### config.mk
export PLATFORM = sky130hd
export DESIGN_NAME = fibo_datapath
export DESIGN_NICKNAME = d
export VERILOG_FILES = /design/src/rtl/fibo_datapath.sv
export SDC_FILE = /design/constraint.sdc
export NUM_CORES = 1
export LEC_CHECK = 0
export CAP_MARGIN = 25
export CORE_MARGIN = 1
export CORE_UTILIZATION = 45
export CTS_BUF_LIST = sky130_fd_sc_hd__clkbuf_2 sky130_fd_sc_hd__clkbuf_4 sky130_fd_sc_hd__clkbuf_8
export CTS_CLUSTER_DIAMETER = 40
export DETAILED_ROUTE_END_ITERATION = 6
export DONT_BUFFER_PORTS = 1
export HOLD_SLACK_MARGIN = 0.15
export SYNTH_ARGS = -nofsm -noshare
export SYNTH_HDL_FRONTEND = slang
export SYNTH_SLANG_ARGS = --single-unit
### constraint.sdc
create_clock -name Clk -period 12.1 [get_ports Clk]
set_input_delay 2.42 -clock Clk [delete_from_list [all_inputs] [get_ports Clk]]
set_output_delay 2.42 -clock Clk [all_outputs]
set_load 0.02 [all_outputs]
### src/rtl/fibo_datapath.sv
// fibo_datapath: four-entry register file feeding an eight-operation ALU,
// with a registered result (alu_out) and registered zero flag for a controller.
// Optional feature: define FIBO_DP_OVF_EN to add the registered ovf_flag output
// (carry-out for add/increment, borrow for subtract/decrement).
module fibo_datapath #(
  parameter int WIDTH = 8,
  parameter int SIZE  = 3
) (
  input  logic             Clk,
  input  logic             Rst,
  input  logic [SIZE-2:0]  wrt_addr,
  input  logic             wrt_en,
  input  logic             load_data,
  input  logic [WIDTH-1:0] data_in,
  input  logic [SIZE-2:0]  rd_addr1,
  input  logic [SIZE-2:0]  rd_addr2,
  input  logic [SIZE-1:0]  alu_opcode,
  output logic [WIDTH-1:0] alu_out,
  output logic             zero_flag
`ifdef FIBO_DP_OVF_EN
  ,
  output logic             ovf_flag
`endif
);

  localparam int NREGS = 2 ** (SIZE - 1);

  localparam logic [WIDTH-1:0] ONE = WIDTH'(1);

  localparam logic [SIZE-1:0] OP_PASS = SIZE'(0);
  localparam logic [SIZE-1:0] OP_ADD  = SIZE'(1);
  localparam logic [SIZE-1:0] OP_SUB  = SIZE'(2);
  localparam logic [SIZE-1:0] OP_AND  = SIZE'(3);
  localparam logic [SIZE-1:0] OP_OR   = SIZE'(4);
  localparam logic [SIZE-1:0] OP_XOR  = SIZE'(5);
  localparam logic [SIZE-1:0] OP_INC  = SIZE'(6);
  localparam logic [SIZE-1:0] OP_DEC  = SIZE'(7);

  logic [WIDTH-1:0] r_regs [NREGS];
  logic [WIDTH-1:0] w_op_a;
  logic [WIDTH-1:0] w_op_b;
  logic [WIDTH-1:0] w_alu_result;
  logic [WIDTH-1:0] w_wr_data;

  // Both read ports are plain muxes on the stored values: a write in this
  // cycle is not bypassed, so readers see the old contents until the next edge.
  assign w_op_a    = r_regs[rd_addr1];
  assign w_op_b    = r_regs[rd_addr2];
  assign w_wr_data = load_data ? data_in : w_alu_result;

  // ALU: combinational, arithmetic wraps modulo 2^WIDTH by truncation.
  always_comb begin
    w_alu_result = '0;
    case (alu_opcode)
      OP_PASS: w_alu_result = w_op_a;
      OP_ADD:  w_alu_result = w_op_a + w_op_b;
      OP_SUB:  w_alu_result = w_op_a - w_op_b;
      OP_AND:  w_alu_result = w_op_a & w_op_b;
      OP_OR:   w_alu_result = w_op_a | w_op_b;
      OP_XOR:  w_alu_result = w_op_a ^ w_op_b;
      OP_INC:  w_alu_result = w_op_a + ONE;
      OP_DEC:  w_alu_result = w_op_a - ONE;
      default: w_alu_result = '0;
    endcase
  end

  // Register file: reset clears every entry and overrides any pending write.
  always_ff @(posedge Clk) begin
    if (Rst) begin
      for (int i = 0; i < NREGS; i++) begin
        r_regs[i] <= '0;
      end
    end else if (wrt_en) begin
      r_regs[wrt_addr] <= w_wr_data;
    end
  end

  // Result/zero flag register: captures the ALU every cycle, same edge as any write-back.
  always_ff @(posedge Clk) begin
    if (Rst) begin
      alu_out   <= '0;
      zero_flag <= 1'b0;
    end else begin
      alu_out   <= w_alu_result;
      zero_flag <= (w_alu_result == '0);
    end
  end

`ifdef FIBO_DP_OVF_EN
  logic w_ovf;

  // Carry/borrow derived from operands: a truncated sum smaller than an
  // operand means it wrapped; a borrow happens when the subtrahend is larger.
  always_comb begin
    w_ovf = 1'b0;
    case (alu_opcode)
      OP_ADD:  w_ovf = (w_alu_result < w_op_a);
      OP_SUB:  w_ovf = (w_op_a < w_op_b);
      OP_INC:  w_ovf = (w_op_a == '1);
      OP_DEC:  w_ovf = (w_op_a == '0);
      default: w_ovf = 1'b0;
    endcase
  end

  // Overflow flag register, kept in step with alu_out/zero_flag.
  always_ff @(posedge Clk) begin
    if (Rst) begin
      ovf_flag <= 1'b0;
    end else begin
      ovf_flag <= w_ovf;
    end
  end
`endif

endmodule
* Yosys cells after proc, flatten, opt, wreduce, memory -nomap -nowiden
Memories as Yosys holds them, arrays and structs flattened. Cells that the tools add are included. Widths: inputs -> output; s select.
Cells by class: $add $sub $neg 4, equality and inequality tests 7, muxes and demuxes 10, bitwise logic cells 3, reductions and logical operators 3
Operator list (count):
- $pmux 8 s8 | 1
- $mux 8 | 2
- $eq 3x3->1 const B | 4
- $add 8x1->8 const B | 1
- $add 8x8->8 | 1
- $and 8x8->8 | 1
- $logic_not 8->1 | 1
- $or 8x8->8 | 1
- $reduce_or 8->1 | 1
- $sub 8x1->8 const B | 1
- $sub 8x8->8 | 1
- $xor 8x8->8 | 1
- $eq 3x2->1 const B | 2
- $mux 1 | 6
- $eq 3x1->1 const B | 1
- $logic_not 3->1 | 1
- $mux 2 | 1
Storage, ports and cells: flip-flop bits (word level) 9, memory bits (writable) 32, bits of input ports 21, output and inout bits 9, logic and storage cells 30, memories kept 1
Memories:
- r_regs | words 4, bits a word 8, read ports 2, clocked after memory_dff 0, write ports 4, line 39 | logic [WIDTH-1:0] r_regs [NREGS];

* Logic depth before layout (Yosys ltp)
depth after elaboration 5, mapped depth 16, mapped depth without buffers 15

* Worst setup path before layout
Ideal clock, no wire load.
path type input port to flip-flop, start point input rd_addr2[0], end point memory r_regs[0][6] (data pin), setup time 0.264 ns, arrival time 5.369 ns, required time 11.836 ns, path slack 6.468 ns, stages 16, buffers on the path 1, path through buf_6 -> mux4_1 -> inv_1 -> ha_1 -> nor2_1 -> o21ai_0 -> a21oi_1 -> ha_1 -> a21o_1 -> a21o_1 -> a21o_1 -> a21oi_1 -> mux2i_1 -> nor3_1 -> a21oi_1 -> nor2_1
RTL lines:
- start: declaration | line 16 | input logic [SIZE-2:0] rd_addr2,
- end: declaration | line 39

==> results.md <==
- Post-synth net total: 378
- Post-CTS Setup Repair Bufs: 0
- Half-perimeter wire length after detailed placement: 5670 µm
- DRT antenna net count: 0
- Relative slew slack: 62.0%
- Seq cells post-synth: 41
- Detailed Routing Iterations Pass 1: 5
- Grt met1 use: 30.4%
- Clock buffer count from CTS: 5
- Highest net fanout along the worst path: 8
- Filler Cells Inserted: 645
- Post-synthesis cell area: 0.00315 mm²
- Overflow left after global routing: 0
- RR Startpoint: r_regs[1][0]$_SDFFCE_PN0P_
- Number of cells upsized or downsized after cts: 0
- Height of the die: 85.6 µm
- Most frequently used cell type in the post-synthesis netlist: sky130_fd_sc_hd__nor2_1
- Fraction of power consumed by sequential logic: 42.7%
- Count of hold-fix buffers inserted at cts: 0
- Flop-to-flop setup slack: 8.36 ns
- Initial core utilization: 46.3%
- Type of the worst setup path: in2reg
- Number of synthesized flops with an enable pin: 32
- Average footprint of a synthesized cell: 9.48 µm²
- DRC: 0
- Count of final max-slew check failures: 0
- Critical path data required time: 12.13 ns
- Antenna violations before repair: 0
- Share of the yosys chip area belonging to registers: 36.2%
- Routed via count: 2,369
- Met3 track demand over resource: 2.98%
- Overall Global Routing Usage: 21.2%
- Run status: finished clean
- Worst-case reg-to-reg path depth: 15
- Most frequent cells after synthesis: sky130_fd_sc_hd__nor2_1, sky130_fd_sc_hd__edfxtp_1, sky130_fd_sc_hd__ha_1, sky130_fd_sc_hd__inv_1, sky130_fd_sc_hd__o21ai_0
- Clock-pin transition on the worst setup and hold timing paths: 0.08 ns
- CTS Buffer Depth: 2
- Number of cells on the worst hold path: 3
- GR met2 Demand/Resource: 33.5%
- Wire length per cell: 17.3 µm
- Number of library cell types mapped by synthesis: 49
- Placer congestion estimate: 0.835
- Final min period: 5.46 ns
- Sw frac: 31.5%
- Placed cell areas: 0.00319 mm²
- DRT iter0 DRCs: 127
- Worst-margin pin slew: 0.569 ns
- Fraction of power consumed by the clock network: 26.9%
- Worst Hold Class: reg2reg
- Setup repair after global routing missed its margin: false
- Worst vdd ir: 0.0000861 V
- Combinational share of power: 30.4%
- Max Clk Rate: 183 MHz
- Synthesized netlist cell count: 332
- Reg-to-reg critical path endpoint: r_regs[2][6]$_SDFFCE_PN0P_
- Die Footprint: 0.00733 mm²
- Post-layout instance area: 0.00330 mm²
- Layout-stage area growth over the synthesis result: 4.93%
- Async set or reset register ratio after synthesis: 0%
- Total of max-cap violations: 0
- Sum of routed wire length over all layers: 7230 µm
- Maximum number of pins on one net before global-route repair: 28
- Internal power consumption: 279 µW
- Floorplan die width: 85.6 µm
- Net switching component of the power: 128 µW
- Via count of the first global-routing pass: 2,187
- Detailed-route vias per instance: 5.67
- Count of endpoints failing setup in the final report: 0
- Number of placement rows: 30
- Critical Path End Type: register
- Peak-usage layer in the global routing report: met2
- Arrival time of the worst setup path: 5.49 ns
- CORE AREA: 0.00679 mm²
- Final nets: 367
- Post-synth top area cell: sky130_fd_sc_hd__edfxtp_1
- Cells taking the most area after synthesis: sky130_fd_sc_hd__edfxtp_1, sky130_fd_sc_hd__ha_1, sky130_fd_sc_hd__mux4_2, sky130_fd_sc_hd__nor2_1, sky130_fd_sc_hd__dfxtp_1
- Number of synthesis warnings: 0
- Proportion of netlist area held by the largest area contributor: 30.5%
- Most used flip-flop cell after synthesis: sky130_fd_sc_hd__edfxtp_1
- Setup TNS: 0 ns
- Fraction of final layout cells with drive strength greater than 1: 9.63%
- Worst clock skew: 0.00846 ns
- Count of buffers from port buffering: 0
- Worst skew pair latency: 0.29 ns
- Global-route wire length before repair: 11,700 µm
- Clock Tree Root: sky130_fd_sc_hd__clkbuf_8
- Max H-tree Level: 2
- Post-route total power: 407 µW
- Share of the clock period used by the worst path: 45.1%
- IO Pins: 30
- Hold Vio Cnt, Final: 0
- Worst hold path endpoint: alu_out[2]$_SDFF_PP0_
- Leak pwr: 1.31 nW
- CTS tree: done
- Launching element type of the critical path: input pin
- # diodes: 0
- Cell area power density: 123 mW/mm²
- Worst Hold Launch: r_regs[0][2]$_SDFFCE_PN0P_
- Sinks on the clock net: 41
## placed cells by master (no fill, tap or decap), types with 3 or more instances in the layout
cell type and count:
sky130_fd_sc_hd__edfxtp_1 32, sky130_fd_sc_hd__o22ai_1 5, sky130_fd_sc_hd__nor3_1 9, sky130_fd_sc_hd__ha_1 24
sky130_fd_sc_hd__nand2b_1 7, sky130_fd_sc_hd__inv_1 24, sky130_fd_sc_hd__nand3_1 7, sky130_fd_sc_hd__o21a_1 5
sky130_fd_sc_hd__clkbuf_8 5, sky130_fd_sc_hd__a21oi_1 22, sky130_fd_sc_hd__nor2_1 50, sky130_fd_sc_hd__nand2_1 23
sky130_fd_sc_hd__xnor2_1 7, sky130_fd_sc_hd__mux4_2 13, sky130_fd_sc_hd__mux4_1 3, sky130_fd_sc_hd__nor2b_1 4
sky130_fd_sc_hd__o21ai_0 24, sky130_fd_sc_hd__a21o_1 6, sky130_fd_sc_hd__o22a_1 4, sky130_fd_sc_hd__dfxtp_1 9
sky130_fd_sc_hd__o211ai_1 4
## critical path, stage by stage
cell,delay [ns]
sky130_fd_sc_hd__mux4_1,0.61
sky130_fd_sc_hd__inv_1,0.14
sky130_fd_sc_hd__ha_1,0.24
sky130_fd_sc_hd__nor2_1,0.05
sky130_fd_sc_hd__o21ai_0,0.14
sky130_fd_sc_hd__a21oi_1,0.09
sky130_fd_sc_hd__ha_1,0.32
sky130_fd_sc_hd__a21o_1,0.17
sky130_fd_sc_hd__a21o_1,0.19
sky130_fd_sc_hd__a21o_1,0.18
sky130_fd_sc_hd__a21oi_1,0.17
sky130_fd_sc_hd__mux2i_1,0.30
sky130_fd_sc_hd__nor3_1,0.09
sky130_fd_sc_hd__a21oi_1,0.28
sky130_fd_sc_hd__nor2_1,0.09
## worst max path at each step
stage | slack [ns] | depth (start not counted) | to | from
floorplan | 6.47 | 16 | r_regs[0][6]$_SDFFCE_PN0P_ | rd_addr2[0]
global placement | 6.43 | 15 | r_regs[1][6]$_SDFFCE_PN0P_ | rd_addr2[0]
detailed placement | 6.36 | 15 | r_regs[2][6]$_SDFFCE_PN0P_ | rd_addr2[0]
CTS | 6.66 | 15 | r_regs[2][6]$_SDFFCE_PN0P_ | rd_addr2[0]
global route | 6.39 | 15 | r_regs[2][6]$_SDFFCE_PN0P_ | rd_addr2[0]
finish | 6.64 | 15 | r_regs[2][6]$_SDFFCE_PN0P_ | rd_addr2[0]
## through the flow
step / worst slack, ns / util, % / instances / hold slack (ns)
finish: 6.64 / 48.6 / 418 / 0.940
global route: 6.39 / 48.6 / 418 / 0.973
CTS: 6.66 / 48.6 / 418 / 0.961
detailed placement: 6.36 / 47.0 / 410 / 0.936
global placement: 6.43 / 47.0 / 410 / 0.914
floorplan: 6.47 / - / 332 / 0.788
## state kept, by name, summed over array words and instances (netlist names)
name	cells
alu_out	8
zero_flag	1
r_regs	32
## final cells by class
| cell class | count | area, µm² | share of cell area, % |
|---|---|---|---|
| clock buffer | 6 | 76.3 | 2.31 |
| inverter | 27 | 101 | 3.07 |
| tap | 96 | 120 | 3.64 |
| clock inverter | 2 | 35.0 | 1.06 |
| multi-input combinational | 246 | 1830 | 55.4 |
| sequential | 41 | 1140 | 34.5 |
## logic make-up (layout without fill, tap and decap cells)
family	Yosys count	after routing	synth area share [%]
AND/OR/NAND/NOR	113	113	16.9
multiplexers	18	18	12.4
flip-flops	41	41	36.2
AO/OA/AOI/OAI	81	81	16.1
buffers and inverters	45	35	5.64
XOR/XNOR	9	9	2.50
adder cells (fa/ha/maj)	25	25	10.2
## power by group through the flow
stage / registers, mW / logic (mW) / clock network [mW]
2_1_floorplan: 0.175 / 0.103 / 0
3_3_place_gp: 0.177 / 0.122 / 0
3_5_place_dp: 0.177 / 0.123 / 0
4_1_cts: 0.174 / 0.123 / 0.111
5_1_grt: 0.175 / 0.138 / 0.118
6_report: 0.174 / 0.124 / 0.110
## per-layer routing
layer  share of wire, %  wire length [µm]  vias to the layer above
met2                 47              3410                       59
met1                 46              3320                     1126
met5                  0                 0                        -
met3                5.2               379                       10
met4                1.6               119                        0
li1                   -                 -                     1174
Power figures use the tool's default switching activity.
